===== src/rtl/mdu_pkg.sv =====
// mdu_pkg: shared op and FSM state encodings for the
// multiply/divide unit, plus small op decode helpers.
package mdu_pkg;

    localparam logic [1:0] OP_MULT  = 2'b00;
    localparam logic [1:0] OP_MULTU = 2'b01;
    localparam logic [1:0] OP_DIV   = 2'b10;
    localparam logic [1:0] OP_DIVU  = 2'b11;

    localparam logic [1:0] ST_IDLE = 2'b00;
    localparam logic [1:0] ST_CALC = 2'b01;
    localparam logic [1:0] ST_DONE = 2'b10;

    function automatic logic op_is_div(input logic [1:0] op);
        return op[1];
    endfunction

    function automatic logic op_is_signed(input logic [1:0] op);
        return ~op[0];
    endfunction

endpackage


===== src/rtl/mdu_negate.sv =====
// mdu_negate: conditional two's-complement negation.
// Ports: en_i (negate when 1), val_i (N-bit in), val_o (N-bit out).
module mdu_negate #(
    parameter int N = 32
) (
    input  logic         en_i,
    input  logic [N-1:0] val_i,
    output logic [N-1:0] val_o
);

    assign val_o = en_i ? (~val_i + N'(1)) : val_i;

endmodule


===== src/rtl/mul_div_unit.sv =====
// mul_div_unit: iterative multiply/divide with in-block HI/LO.
// Ports: clk, rst (async, active low), start/op/src_a/src_b request,
// flush abort, hi_wen/lo_wen/wdata direct writes,
// busy/done/stall status, hi/lo registered results.
module mul_div_unit
    import mdu_pkg::*;
#(
    parameter int          W        = 32,
    parameter logic [W-1:0] HILO_RST = '0
) (
    input  logic         clk,
    input  logic         rst,
    input  logic         start,
    input  logic [1:0]   op,
    input  logic [W-1:0] src_a,
    input  logic [W-1:0] src_b,
    input  logic         flush,
    input  logic         hi_wen,
    input  logic         lo_wen,
    input  logic [W-1:0] wdata,
    output logic         busy,
    output logic         done,
    output logic         stall,
    output logic [W-1:0] hi,
    output logic [W-1:0] lo
);

    localparam int CW = $clog2(W + 1);

    logic [1:0]     state_q, state_d;
    logic           div_q, sa_q, sb_q, dz_q;
    logic [W-1:0]   m_q;
    logic [2*W-1:0] acc_q, step;
    logic [CW-1:0]  cnt_q;
    logic [W-1:0]   hi_q, lo_q;

    logic           a_neg, b_neg, accept, commit;
    logic [W-1:0]   mag_a, mag_b;
    logic [W:0]     sum, rsh;
    logic [W-1:0]   diff;
    logic           ge;
    logic           p_neg_en, r_neg_en;
    logic [2*W-1:0] res_p;
    logic [W-1:0]   res_r;

    assign a_neg = op_is_signed(op) & src_a[W-1];
    assign b_neg = op_is_signed(op) & src_b[W-1];

    mdu_negate #(.N(W)) u_neg_a (.en_i(a_neg), .val_i(src_a), .val_o(mag_a));
    mdu_negate #(.N(W)) u_neg_b (.en_i(b_neg), .val_i(src_b), .val_o(mag_b));

    // One iteration. Multiply: {HI,LO} holds partial product over the
    // multiplier. Divide: HI is the partial remainder, LO shifts the
    // dividend out and the quotient in.
    always_comb begin
        sum  = {1'b0, acc_q[2*W-1:W]} + (acc_q[0] ? {1'b0, m_q} : '0);
        rsh  = {acc_q[2*W-1:W], acc_q[W-1]};
        ge   = rsh >= {1'b0, m_q};
        diff = rsh[W-1:0] - m_q;
        step = {sum, acc_q[W-1:1]};
        if (div_q) begin
            step = ge ? {diff, acc_q[W-2:0], 1'b1}
                      : {rsh[W-1:0], acc_q[W-2:0], 1'b0};
        end
    end

    // Divide by zero keeps the all-ones quotient un-negated.
    assign p_neg_en = (sa_q ^ sb_q) & ~(div_q & dz_q);
    assign r_neg_en = div_q & sa_q;

    mdu_negate #(.N(2*W)) u_neg_p (.en_i(p_neg_en), .val_i(acc_q), .val_o(res_p));
    mdu_negate #(.N(W)) u_neg_r (.en_i(r_neg_en), .val_i(acc_q[2*W-1:W]), .val_o(res_r));

    assign accept = (state_q == ST_IDLE) & start & ~flush;
    assign commit = (state_q == ST_DONE) & ~flush;

    always_comb begin
        state_d = state_q;
        if (flush) begin
            state_d = ST_IDLE;
        end else begin
            case (state_q)
                ST_IDLE: if (start) state_d = ST_CALC;
                ST_CALC: if (cnt_q == CW'(W - 1)) state_d = ST_DONE;
                default: state_d = ST_IDLE;
            endcase
        end
    end

    always_ff @(posedge clk or negedge rst) begin
        if (!rst) begin
            state_q <= ST_IDLE;
            div_q   <= 1'b0;
            sa_q    <= 1'b0;
            sb_q    <= 1'b0;
            dz_q    <= 1'b0;
            m_q     <= '0;
            acc_q   <= '0;
            cnt_q   <= '0;
            hi_q    <= HILO_RST;
            lo_q    <= HILO_RST;
        end else begin
            state_q <= state_d;
            if (accept) begin
                div_q <= op_is_div(op);
                sa_q  <= a_neg;
                sb_q  <= b_neg;
                dz_q  <= (src_b == '0);
                m_q   <= op_is_div(op) ? mag_b : mag_a;
                acc_q <= {{W{1'b0}}, op_is_div(op) ? mag_a : mag_b};
                cnt_q <= '0;
            end else if (state_q == ST_CALC) begin
                acc_q <= step;
                cnt_q <= cnt_q + CW'(1);
            end
            if (commit) begin
                hi_q <= div_q ? res_r : res_p[2*W-1:W];
                lo_q <= res_p[W-1:0];
            end else begin
                if (hi_wen) hi_q <= wdata;
                if (lo_wen) lo_q <= wdata;
            end
        end
    end

    assign busy  = (state_q == ST_CALC);
    assign done  = (state_q == ST_DONE) & ~flush;
    assign stall = start & ~done;
    assign hi    = hi_q;
    assign lo    = lo_q;

endmodule


===== config.mk =====
export PLATFORM = sky130hd
export DESIGN_NAME = mul_div_unit
export DESIGN_NICKNAME = d
export VERILOG_FILES = /design/src/rtl/mdu_pkg.sv /design/src/rtl/mdu_negate.sv /design/src/rtl/mul_div_unit.sv
export SDC_FILE = /design/constraint.sdc
export NUM_CORES = 1
export LEC_CHECK = 0
export ABC_CLOCK_PERIOD_IN_PS = 4100
export BUFFER_PORTS_ARGS = -buffer_cell sky130_fd_sc_hd__buf_2
export CELL_PAD_IN_SITES_DETAIL_PLACEMENT = 1
export CELL_PAD_IN_SITES_GLOBAL_PLACEMENT = 1
export CORE_MARGIN = 10
export CORE_UTILIZATION = 40
export DETAILED_ROUTE_END_ITERATION = 7
export PLACE_DENSITY_LB_ADDON = 0.05
export SKIP_CTS_REPAIR_TIMING = 1
export SLEW_MARGIN = 20
export SYNTH_ARGS = -nofsm -noshare
export SYNTH_HDL_FRONTEND = slang
export SYNTH_SLANG_ARGS = --single-unit
export TNS_END_PERCENT = 50

===== constraint.sdc =====
create_clock -name clk -period 4.1 [get_ports clk]
set_input_delay 0.82 -clock clk [delete_from_list [all_inputs] [get_ports clk]]
set_output_delay 0.82 -clock clk [all_outputs]
set_load 0.1 [all_outputs]

Word-level counts from Yosys, hierarchy flattened --
Cells that the tools add are included.
Word-level totals: register bits 172, bits of input ports 104, logic and storage cells 69
Cells by class: $add $sub $neg 7, order comparisons 1, equal/unequal tests 5, mux-type cells 22, bitwise gates (word level) 18, reduce and logical (&&, ||, !) cells 6
Operators with widths (count):
- 32-bit 2-to-1 mux | 11
- 64-bit 2-to-1 mux | 5
- 32-bit by 1-bit adder with 32-bit output, second input constant | 3
- 32-bit NOT | 3
- 64-bit by 1-bit adder with 64-bit output, second input constant | 1
- 64-bit NOT | 1
- 32-bit by 32-bit adder with 33-bit output | 1
- 33-bit by 32-bit greater-or-equal comparator with 1-bit output | 1
- 32-bit zero test | 1
- 32-bit subtractor | 1
- 6-bit 2-to-1 mux | 2
- 1-bit bitwise AND | 9
- 6-bit by 1-bit adder with 6-bit output, second input constant | 1
- 6-bit by 5-bit == test with 1-bit output, second input constant | 1
- 2-bit 2-to-1 mux | 3
- 2-bit nonzero test | 3
- 1-bit NOT | 4
- 2-bit case mux with 2 select lines | 1
- 3-bit by 2-bit != test with 1-bit output, second input constant | 1
- 3-bit != test, second input constant | 1
- 2-bit by 1-bit == test with 1-bit output, second input constant | 1
- 2-bit == test, second input constant | 1
- 2-bit zero test | 1
- 2-bit AND reduction | 1
- 1-bit XOR | 1

Depth between registers and ports, before layout --
Gate-level depths: netlist (run 1).
depth after elaboration 6, gate-level depth with buffers 15, depth with buffers taken out 13

Cells and area by module --
Synthesis (run 1) repeated with hierarchy kept, for this count alone.
Unflattened totals: cell total of the unflattened synthesis 1921, area total of the unflattened synthesis 16459.5 µm²
Modules (own cells, without submodules):
- mul_div_unit | instances 1, cells each 1427, area an instance 12598.3 µm², sequential area each 4304.1 µm²
- mdu_negate (u_neg_a ...) | instances 3, cells each 99, area an instance 777.0 µm², sequential area each 0.0 µm²
- mdu_negate (u_neg_p) | instances 1, cells each 197, area an instance 1530.2 µm², sequential area each 0.0 µm²

Least setup slack after synthesis (run 1) --
OpenSTA, ideal clock, no wires.
kind in2out, start point input flush, end point output stall, arrival 2.590 ns, path slack 0.690 ns, cell stages on the path 4, cell sequence nor3b_1 -> clkbuf_1 -> clkbuf_1 -> nor2b_1
Between the ends: longest elaborated chain between the ends 4
RTL lines:
- from (decl) | line mul_div_unit.sv:17 | input logic flush,
- 1-bit NOT | line mul_div_unit.sv:127 | assign done = (state_q == ST_DONE) & ~flush;
- 1-bit bitwise AND | line mul_div_unit.sv:127
- 1-bit NOT | line mul_div_unit.sv:128 | assign stall = start & ~done;
- 1-bit bitwise AND | line mul_div_unit.sv:128
- to (decl) | line mul_div_unit.sv:23 | output logic stall,
No other way between the ends.

Final worst setup path (run 1) --
start point register acc_q[31], end point register acc_q[56]
Between the ends: longest elaborated chain between the ends 5, elaborated cells between the ends (all ways) 6, those cells by class add/sub: 1; order compare: 1; mux: 4
RTL lines:
- from (decl) | line mul_div_unit.sv:33 | logic [2*W-1:0] acc_q, step;
- from (signal assigned) | line mul_div_unit.sv:110 | acc_q <= {{W{1'b0}}, op_is_div(op) ? mag_a : mag_b};
- from (signal assigned) | line mul_div_unit.sv:113 | acc_q <= step;
- 32-bit subtractor / 33-bit by 32-bit greater-or-equal comparator with 1-bit output (equally long branches) | line mul_div_unit.sv:59, mul_div_unit.sv:58
- 64-bit 2-to-1 mux (*) | line mul_div_unit.sv:62 | step = ge ? {diff, acc_q[W-2:0], 1'b1}
- 64-bit 2-to-1 mux (*) | line mul_div_unit.sv:61 | if (div_q) begin
- 64-bit 2-to-1 mux (*) | line mul_div_unit.sv:112 | end else if (state_q == ST_CALC) begin
- 64-bit 2-to-1 mux (*) | line mul_div_unit.sv:104 | if (accept) begin
Every way passes the cells marked *; elsewhere a longest branch is shown, timed or not. The select of a mux whose other input is x is not followed. A chain may end at the register's enable or synchronous reset.

==> impl_metrics.toml, run 1 <==
[floorplan]
io_pins = 171
die_w_um = 215
start_util_pct = 40.6
rows = 71
dieHeight_um = 215
dieArea_um2 = 46400
core_um2 = 37700

[sta]
tns_ns = 0
slew_viol_final = 0
skew_ns = 0.0169
max_freq_ghz = 0.271
setup_violations = 0
relSlewSlack_pct = 28.1
fin_crit_ns = 3.68
fin_crit_sh_pct = 89.9
worst_pin_slew_ns = 1.06
rsz0062_at_grt = "false"
hold_violations = 0

[critical_path]
crit_required_ns = 4.46
endpoint_kind = "flop"
path_delay_family = "compound AO/OA/AOI/OAI gates"
path_class = "flop to flop"
crit_path_max_fanout = 8
path_buf_inv = 2
cp.arrival_ns = 4.04
path_cells = "inv_1 -> ha_1 -> inv_1 -> fa_1 -> a211oi_1 -> nor2_1 -> o211ai_1 -> nor3b_1 -> o21ai_1 -> a221oi_1 -> mux2i_1 -> o211a_1 -> a311o_1"
slowest_delay_ns = 0.51
startpoint_type = "flop"
crit_top_cell = "inv_1"
critPathSlowestCell = "dfrtp_1"

[clock_network]
clock_sink_count = 172
cts.htree.levels = 4
numCtsBuffers = 17
cts_tree = "done"
clk_pin_slew_ns = 0.08
cts_root_buffer = "clkbuf_16"
worstSkewPairLatency_ns = 0.48
clk_path_buf_depth = 2

[synthesis]
synth_mux_area_share_pct = 7.35
synth_flop_cell = "dfrtp_1"
synth_cells = 1940
yosysUniqueCellTypes = 67
synthAdderAreaFrac_pct = 5.91
syn-num-nets = 2115
synthSimpleGateAreaFrac_pct = 18.3
syn_avg_cell_area_um2 = 7.87
ys_warn_count = 0
synth_xor_area_share_pct = 10.3
synth_compound_area_share_pct = 25.0
synth_top_family_by_area = "compound AO/OA/AOI/OAI gates"
ys_ff_latch = 172
synth-edff-count = 0
synth-async-reset-ratio_pct = 100
syn_area_um2 = 15300
synth_seq_area_share_pct = 28.2

[finish]
final_cell_mix = "nand2_1, dfrtp_1, buf_2"
finalNetCount = 2213
utilization_pct = 45.8
layout_commonest_cell = "nand2_1"
drive_gt1_share_pct = 13.1
area_delta_synth_final_pct = 12.8
fill_cells = 4673
stdcell_count = 2564
stdcell_area_um2 = 17200

[power]
power_leakage_nw = 7.56
ir_drop_v = 0.000418
powerDensity_nw_per_um2 = 715

[place]
dp.cells = 2530
portBuffers = 170
placedInstanceArea_um2 = 16600
place_hpwl_um = 47800
place.gp.congestion = 0.926

[status]
outcome = "complete, no violations"

[detailed_routing]
finalWirelength_um = 61100
routedWlPerCell_um = 23.8
drt.antenna.violating_nets = 0
num_vias = 15219
drt_iter0_drc = 1023
drc = 0
dr.pass1.iters = 5
vias_per_cell = 5.94

[job]
drv_cap = 0

[global_route]
grt_pass1_vias = 15372
grt_max_degree = 113
grt_pass1_wl_um = 94000
grt_overflow = 0
antenna_found_initial = 4
grt_usage_pct = 25.8

[min_path]
hold_class = "input pin to asynchronous set/reset pin"
-- where the power goes --
group | switching, mW | internal (mW) | total (mW) | leakage [nW]
sequential | 0.728 | 2.10 | 2.83 | 2.11
clock | 0.839 | 0.866 | 1.71 | 0.280
combinational | 4.94 | 2.86 | 7.79 | 5.17
total | 6.50 | 5.82 | 12.3 | 7.56
-- metrics by stage --
| stage | setup WS [ns] | total power [mW] | hold WS [ns] |
|---|---|---|---|
| after floorplan | 0.690 | 8.12 | 0.450 |
| after global placement | 0.532 | 10.4 | 0.471 |
| after detailed placement | 0.428 | 10.5 | 0.478 |
| after CTS | 0.442 | 12.3 | 0.429 |
| after global routing | 0.0168 | 13.2 | 0.450 |
| final | 0.415 | 12.3 | 0.387 |
-- final cells by class --
type	count	area [um2]	area share, %
Antenna cell	2	5.00	0.0290
Clock buffer	19	433	2.51
Clock inverter	13	155	0.900
Inverter	67	251	1.46
Multi-Input combinational cell	1565	10200	59.3
Sequential cell	172	4310	25.0
Tap cell	511	639	3.71
Timing Repair Buffer	215	1220	7.09
-- registers in the layout, summed over array words and instances, names as in the netlist --
signal and flops:
div_q 1, dz_q 1, hi 32, cnt_q 6, sb_q 1, m_q 32, state_q 2, lo 32
sa_q 1, acc_q 64
-- kinds of logic after synthesis --
group / after synthesis
buffers and inverters: 203
DFF: 172
and+or+nand+nor: 581
muxes: 112
adders and majority gates: 71
xor gates and xnor gates: 179
AOI/OAI and AO/OA: 622
-- final timing paths --
path | start | slack [ns] | cells after the start | end
max | acc_q[31] | 0.42 | 13 | acc_q[56]
min | rst | 0.39 | 1 | lo[12]
max reg2reg | acc_q[31] | 0.42 | 13 | acc_q[56]
min reg2reg | cnt_q[5] | 0.50 | 1 | state_q[1]
max in group asynchronous | rst | 2.77 | 2 | acc_q[51]
min in group clk | cnt_q[5] | 0.50 | 1 | state_q[1]
-- worst reg2reg max path: stages, from the launching register on --
cell and delay (ns):
dfrtp_1 0.51, inv_1 0.13, ha_1 0.18, inv_1 0.06
fa_1 0.42, a211oi_1 0.23, nor2_1 0.13, o211ai_1 0.34
nor3b_1 0.25, o21ai_1 0.12, a221oi_1 0.50, mux2i_1 0.15
o211a_1 0.24, a311o_1 0.31
-- Yosys cell counts, types with 5 or more instances --
master    number  area share (%)
a211oi_1      20            0.98
a21o_1        38             1.9
a21oi_1      163             5.3
a22oi_1       21             1.0
a31oi_1        6            0.25
and2_1         8            0.33
and3_1        12            0.49
buf_1         20            0.49
clkbuf_1     113             2.8
dfrtp_1      172              28
ha_1          69             5.7
inv_1         67             1.6
mux2i_1      111             7.3
nand2_1      217             5.3
nand2b_1      20            0.82
nand3_1       30            0.98
nand4_1       18            0.74
nor2_1       143             3.5
nor2b_1       21            0.86
nor3_1        30            0.98
nor3b_1        5            0.25
nor4_1        23            0.94
o211ai_1      60             2.9
o21a_1        11            0.54
o21ai_0      157             5.1
o21ai_1       49             1.6
o21bai_1       9            0.44
o221ai_1      19             1.1
o22ai_1        6            0.25
o31ai_1       18            0.88
o41ai_1        9            0.52
or3_1         18            0.74
or4_1         11            0.54
xnor2_1      106             6.1
xor2_1        73             4.2
-- routing by layer --
metal  routed length (um)  global-route usage, %  up-vias  share of wire [%]
met5                    0                      0        -                  0
met4                 1070                   6.76        0                1.7
met3                 3130                   4.00       67                5.1
met2                28700                   42.2      393                 47
met1                28200                   34.6     7582                 46
li1                     -                      -     7177                  -
Power figures use the tool's default switching activity.
==> run 2, diff against run 1 <==
--- a/config.mk
+++ b/config.mk
@@ -12,7 +12,7 @@
 export CORE_MARGIN = 10
 export CORE_UTILIZATION = 40
 export DETAILED_ROUTE_END_ITERATION = 7
-export PLACE_DENSITY_LB_ADDON = 0.05
+export PLACE_DENSITY = 0.73
 export SKIP_CTS_REPAIR_TIMING = 1
 export SLEW_MARGIN = 20
 export SYNTH_ARGS = -nofsm -noshare
==> run 2 against run 1 <==
Effect of this change: sequential power up 2%; critical path depth down 2; clock skew up 0.0036 ns; clock power about the same; register-to-register slack worse by 0.06 ns; sequential share of layout area up 0.069 points; via count up 0.45%; cell area down 0.28%; critical endpoint is now acc_q[52]; total power up 0.47%.
==> impl_metrics.toml, run 2 (synthesis gave the netlist of run 1 again) <==
[status]
outcome = "complete, no violations"

[finish]
fill_cells = 4643
layout_commonest_cell = "nand2_1"
area_delta_synth_final_pct = 12.5
final_cell_mix = "nand2_1, dfrtp_1, buf_2"
n_antenna_cell = 0
drive_gt1_share_pct = 12.9
finalNetCount = 2207
largest_register = "acc_q"
largest_reg_flops = 64

[critical_path]
crit_path_max_fanout = 26
endpoint_kind = "flop"
startpoint_type = "flop"
r2r_setup_slack_ns = 0.35
crit_required_ns = 4.42
path_class = "flop to flop"
reg2reg_to = "acc_q[52]"
r2r_start = "acc_q[43]"
reg2regPathDepth = 11
cp.arrival_ns = 4.07

[sta]
finalHoldWorstSlack_ns = 0.278
fin_crit_sh_pct = 91.4
setup_violations = 0
worst_pin_slew_ns = 1.06
rsz0062_at_grt = "false"
skew_ns = 0.0205
max_freq_ghz = 0.267
slew_viol_final = 0
relSlewSlack_pct = 29.2
hold_violations = 0
tns_ns = 0
fin_crit_ns = 3.75

[floorplan]
rows = 71
start_util_pct = 40.6
core_um2 = 37700
io_pins = 171
dieArea_um2 = 46400
die_w_um = 215
dieHeight_um = 215

[detailed_routing]
drc = 0
drt_iter0_drc = 1132
routedWlPerCell_um = 23.7
finalWirelength_um = 60600
vias_per_cell = 5.98
dr.pass1.iters = 7
num_vias = 15287
drt.antenna.violating_nets = 0

[clock_network]
clock_sink_count = 172
cts_tree = "done"
clk_pin_slew_ns = 0.07
worstSkewPairLatency_ns = 0.47
cts_root_buffer = "clkbuf_16"
cts.htree.levels = 4
clk_path_buf_depth = 2
numCtsBuffers = 17

[power]
powerDensity_nw_per_um2 = 720
ir_drop_v = 0.000373
total_power_mw = 12.4
power_leakage_nw = 7.54

[global_route]
grt_max_degree = 106
grt_overflow = 0
antenna_found_initial = 4
grt_pass1_vias = 15620
grt_usage_pct = 25.6
grt_pass1_wl_um = 94400

[job]
drv_cap = 0

[place]
portBuffers = 170
place_hpwl_um = 47300
place.gp.congestion = 0.944

[min_path]
hold_class = "input pin to asynchronous set/reset pin"
run 2: worst max path at each step:
stage	startpoint	to	slack [ns]	depth (start not counted)
finish	acc_q[43]	acc_q[52]	0.35	11
global route	acc_q[31]	acc_q[56]	0.05	13
CTS	acc_q[31]	acc_q[56]	0.42	13
detailed placement	src_a[11]	acc_q[29]	0.41	9
global placement	src_a[13]	acc_q[29]	0.49	9
floorplan	flush	stall	0.69	4
run 2: area by class of cell:
cell class / instances / area [um2] / area share [%]
Clock buffer: 17 / 425 / 2.48
Clock inverter: 15 / 170 / 0.990
Inverter: 67 / 251 / 1.46
Multi-Input combinational cell: 1565 / 10200 / 59.5
Sequential cell: 172 / 4310 / 25.0
Tap cell: 511 / 639 / 3.72
Timing Repair Buffer: 209 / 1170 / 6.84
run 2: metal layers:
metal | vias up | part of all wire [%] | track usage (%) | wire length [um]
met4 | 4 | 2.8 | 8.35 | 1670
li1 | 7171 | - | - | -
met1 | 7599 | 45 | 33.7 | 27400
met3 | 83 | 5.4 | 4.64 | 3270
met5 | - | 0.036 | 0 | 22
met2 | 430 | 47 | 41.6 | 28200
run 2: stage by stage:
stage | setup WS (ns) | cells | cell area, um2 | util, %
global placement | 0.490 | 2524 | 16600 | 44.1
finish | 0.351 | 2556 | 17200 | 45.6
global route | 0.0535 | 2556 | 17200 | 45.6
detailed placement | 0.414 | 2524 | 16600 | 44.1
floorplan | 0.690 | 1940 | 15300 | -
CTS | 0.421 | 2556 | 17200 | 45.6
run 2: critical path, cell delays in order, from the launching register on:
cell      delay [ns]
dfrtp_1         0.65
ha_1            0.58
o21a_1          0.19
nand4_1         0.16
a211oi_1        0.36
o21ai_0         0.30
nand3_1         0.20
nand3_1         0.29
nand2_1         0.22
buf_12          0.23
mux2i_1         0.26
o221ai_1        0.15
run 2: power breakdown:
part / internal [mW] / total, mW / switching, mW
clock: 0.871 / 1.72 / 0.846
sequential: 2.10 / 2.88 / 0.781
combinational: 2.84 / 7.79 / 4.94
==> run 3, diff against run 2 <==
--- a/config.mk
+++ b/config.mk
@@ -12,7 +12,7 @@
 export CORE_MARGIN = 10
 export CORE_UTILIZATION = 40
 export DETAILED_ROUTE_END_ITERATION = 7
-export PLACE_DENSITY = 0.73
+export PLACE_DENSITY_LB_ADDON = 0.1
 export SKIP_CTS_REPAIR_TIMING = 1
 export SLEW_MARGIN = 20
 export SYNTH_ARGS = -nofsm -noshare
==> run 3 against run 2 <==
Effect of this change: flip-flop and latch count unchanged; register-to-register slack improved by 0.04 ns; fmax increased by 1.2%.
==> impl_metrics.toml, run 3 (synthesis gave the netlist of run 1 again) <==
[status]
outcome = "complete, no violations"

[sta]
setup_violations = 0
skew_ns = 0.0124
relSlewSlack_pct = 29.1
fin_crit_sh_pct = 90.4
fin_crit_ns = 3.71
rsz0062_at_grt = "false"
worst_pin_slew_ns = 1.06
slew_viol_final = 0
hold_violations = 0
max_freq_ghz = 0.270
tns_ns = 0
finalHoldWorstSlack_ns = 0.431

[finish]
drive_gt1_share_pct = 13.2
area_delta_synth_final_pct = 12.8
stdcell_area_um2 = 17200
layout_commonest_cell = "nand2_1"
n_antenna_cell = 0
largest_register = "acc_q"
final_cell_mix = "nand2_1, dfrtp_1, buf_2"
finalNetCount = 2214
largest_reg_flops = 64

[detailed_routing]
highest_layer = "met4"
wl_met1_um = 27600
vias_per_cell = 5.91
drc = 0
dr.pass1.iters = 5
num_vias = 15144
wl_met3_um = 2710
wl_met2_um = 28900
drt_iter0_drc = 1075
drt.antenna.violating_nets = 0
finalWirelength_um = 60500
routedWlPerCell_um = 23.6

[power]
internal_power_mw = 5.88
seq_power_share_pct = 22.5
power_leakage_nw = 7.56
switching_share_pct = 52.6
switching_power_mw = 6.53
ir_drop_v = 0.000419
combinationalPowerShare_pct = 63.7
p_clk_share_pct = 13.8
powerDensity_nw_per_um2 = 720

[clock_network]
cts_root_buffer = "clkbuf_16"
clk_path_buf_depth = 2
cts_tree = "done"
worstSkewPairLatency_ns = 0.46
clk_pin_slew_ns = 0.07
clock_sink_count = 172
cts.htree.levels = 4
numCtsBuffers = 17

[critical_path]
crit_required_ns = 4.44
critPathSlowestCell = "a221oi_1"
slowest_delay_ns = 0.57
endpoint_kind = "flop"
crit_top_cell = "inv_1"
path_class = "flop to flop"
path_cells = "inv_1 -> ha_1 -> inv_1 -> fa_1 -> a211oi_1 -> nor2_1 -> o211ai_1 -> nor3b_1 -> o21ai_1 -> a221oi_1 -> mux2i_1 -> o211a_1 -> a311o_1"
startpoint_type = "flop"
cp.arrival_ns = 4.04
crit_path_max_fanout = 8

[global_route]
grt_pass1_wl_um = 94000
grt_max_degree = 90
grt_overflow = 0
grt_usage_pct = 25.5
grt_pass1_vias = 15554
antenna_found_initial = 7

[floorplan]
start_util_pct = 40.6
die_w_um = 215
dieArea_um2 = 46400
io_pins = 171
rows = 71
core_um2 = 37700
dieHeight_um = 215

[place]
place.gp.congestion = 0.929
place_hpwl_um = 48100
portBuffers = 170
placedInstanceArea_um2 = 16600

[job]
drv_cap = 0

[min_path]
hold_class = "input pin to asynchronous set/reset pin"
run 3: cell count changes in the layout (fill, tap and decap cells not counted), sizes merged:
cell	before	now
clkinvlp	0	2
clkinv	6	1
buf	209	216
clkbuf	17	19
inv	75	76
run 3: path summary, 6_finish.rpt:
check | startpoint | end | slack (ns) | depth (start not counted)
max | acc_q[31] | acc_q[56] | 0.39 | 13
min | rst | lo[8] | 0.43 | 1
max reg2reg | acc_q[31] | acc_q[56] | 0.39 | 13
min reg2reg | m_q[3] | m_q[3] | 0.49 | 2
max in group asynchronous | rst | acc_q[48] | 2.73 | 2
min in group clk | m_q[3] | m_q[3] | 0.49 | 2
run 3: power by group through the flow:
stage          combinational, mW  sequential (mW)  clock (mW)
2_1_floorplan               5.15             2.97           0
3_3_place_gp                7.68             2.79           0
3_5_place_dp                7.80             2.81           0
4_1_cts                     7.84             2.77        1.73
5_1_grt                     8.61             2.86        1.79
6_report                    7.90             2.80        1.71
run 3: worst max-delay path, delay by kind of cell (launching register included):
family | cells | cell delay (ns)
DFF | 1 | 0.52
and+or+nand+nor | 2 | 0.34
adders and majority gates | 2 | 0.61
AOI/OAI and AO/OA | 6 | 1.75
buffers and inverters | 2 | 0.21
muxes | 1 | 0.16
run 3: through the flow:
stage          utilization [%]  setup slack [ns]  power (mW)  std cells
6_report                  45.7             0.395        12.4       2563
5_1_grt                   45.7             0.141        13.3       2563
4_1_cts                   45.7             0.452        12.3       2563
3_5_place_dp              44.2             0.411        10.6       2531
3_3_place_gp              44.2             0.493        10.5       2531
2_1_floorplan                -             0.690        8.12       1940
run 3: final cells by class:
class | instances | area, um2
flip-flops and latches | 172 | 4310
fillers | 4692 | 20400
clock inverters | 13 | 148
well taps | 511 | 639
clock buffers | 19 | 443
multi-input cells | 1565 | 10200
repair buffers | 216 | 1210
inverters | 67 | 251
run 3: routing by layer:
layer | vias up | global-route usage (%)
li1 | 7185 | -
met1 | 7556 | 34.0
met2 | 337 | 42.5
met3 | 66 | 3.72
met4 | 0 | 6.43
met5 | - | 0
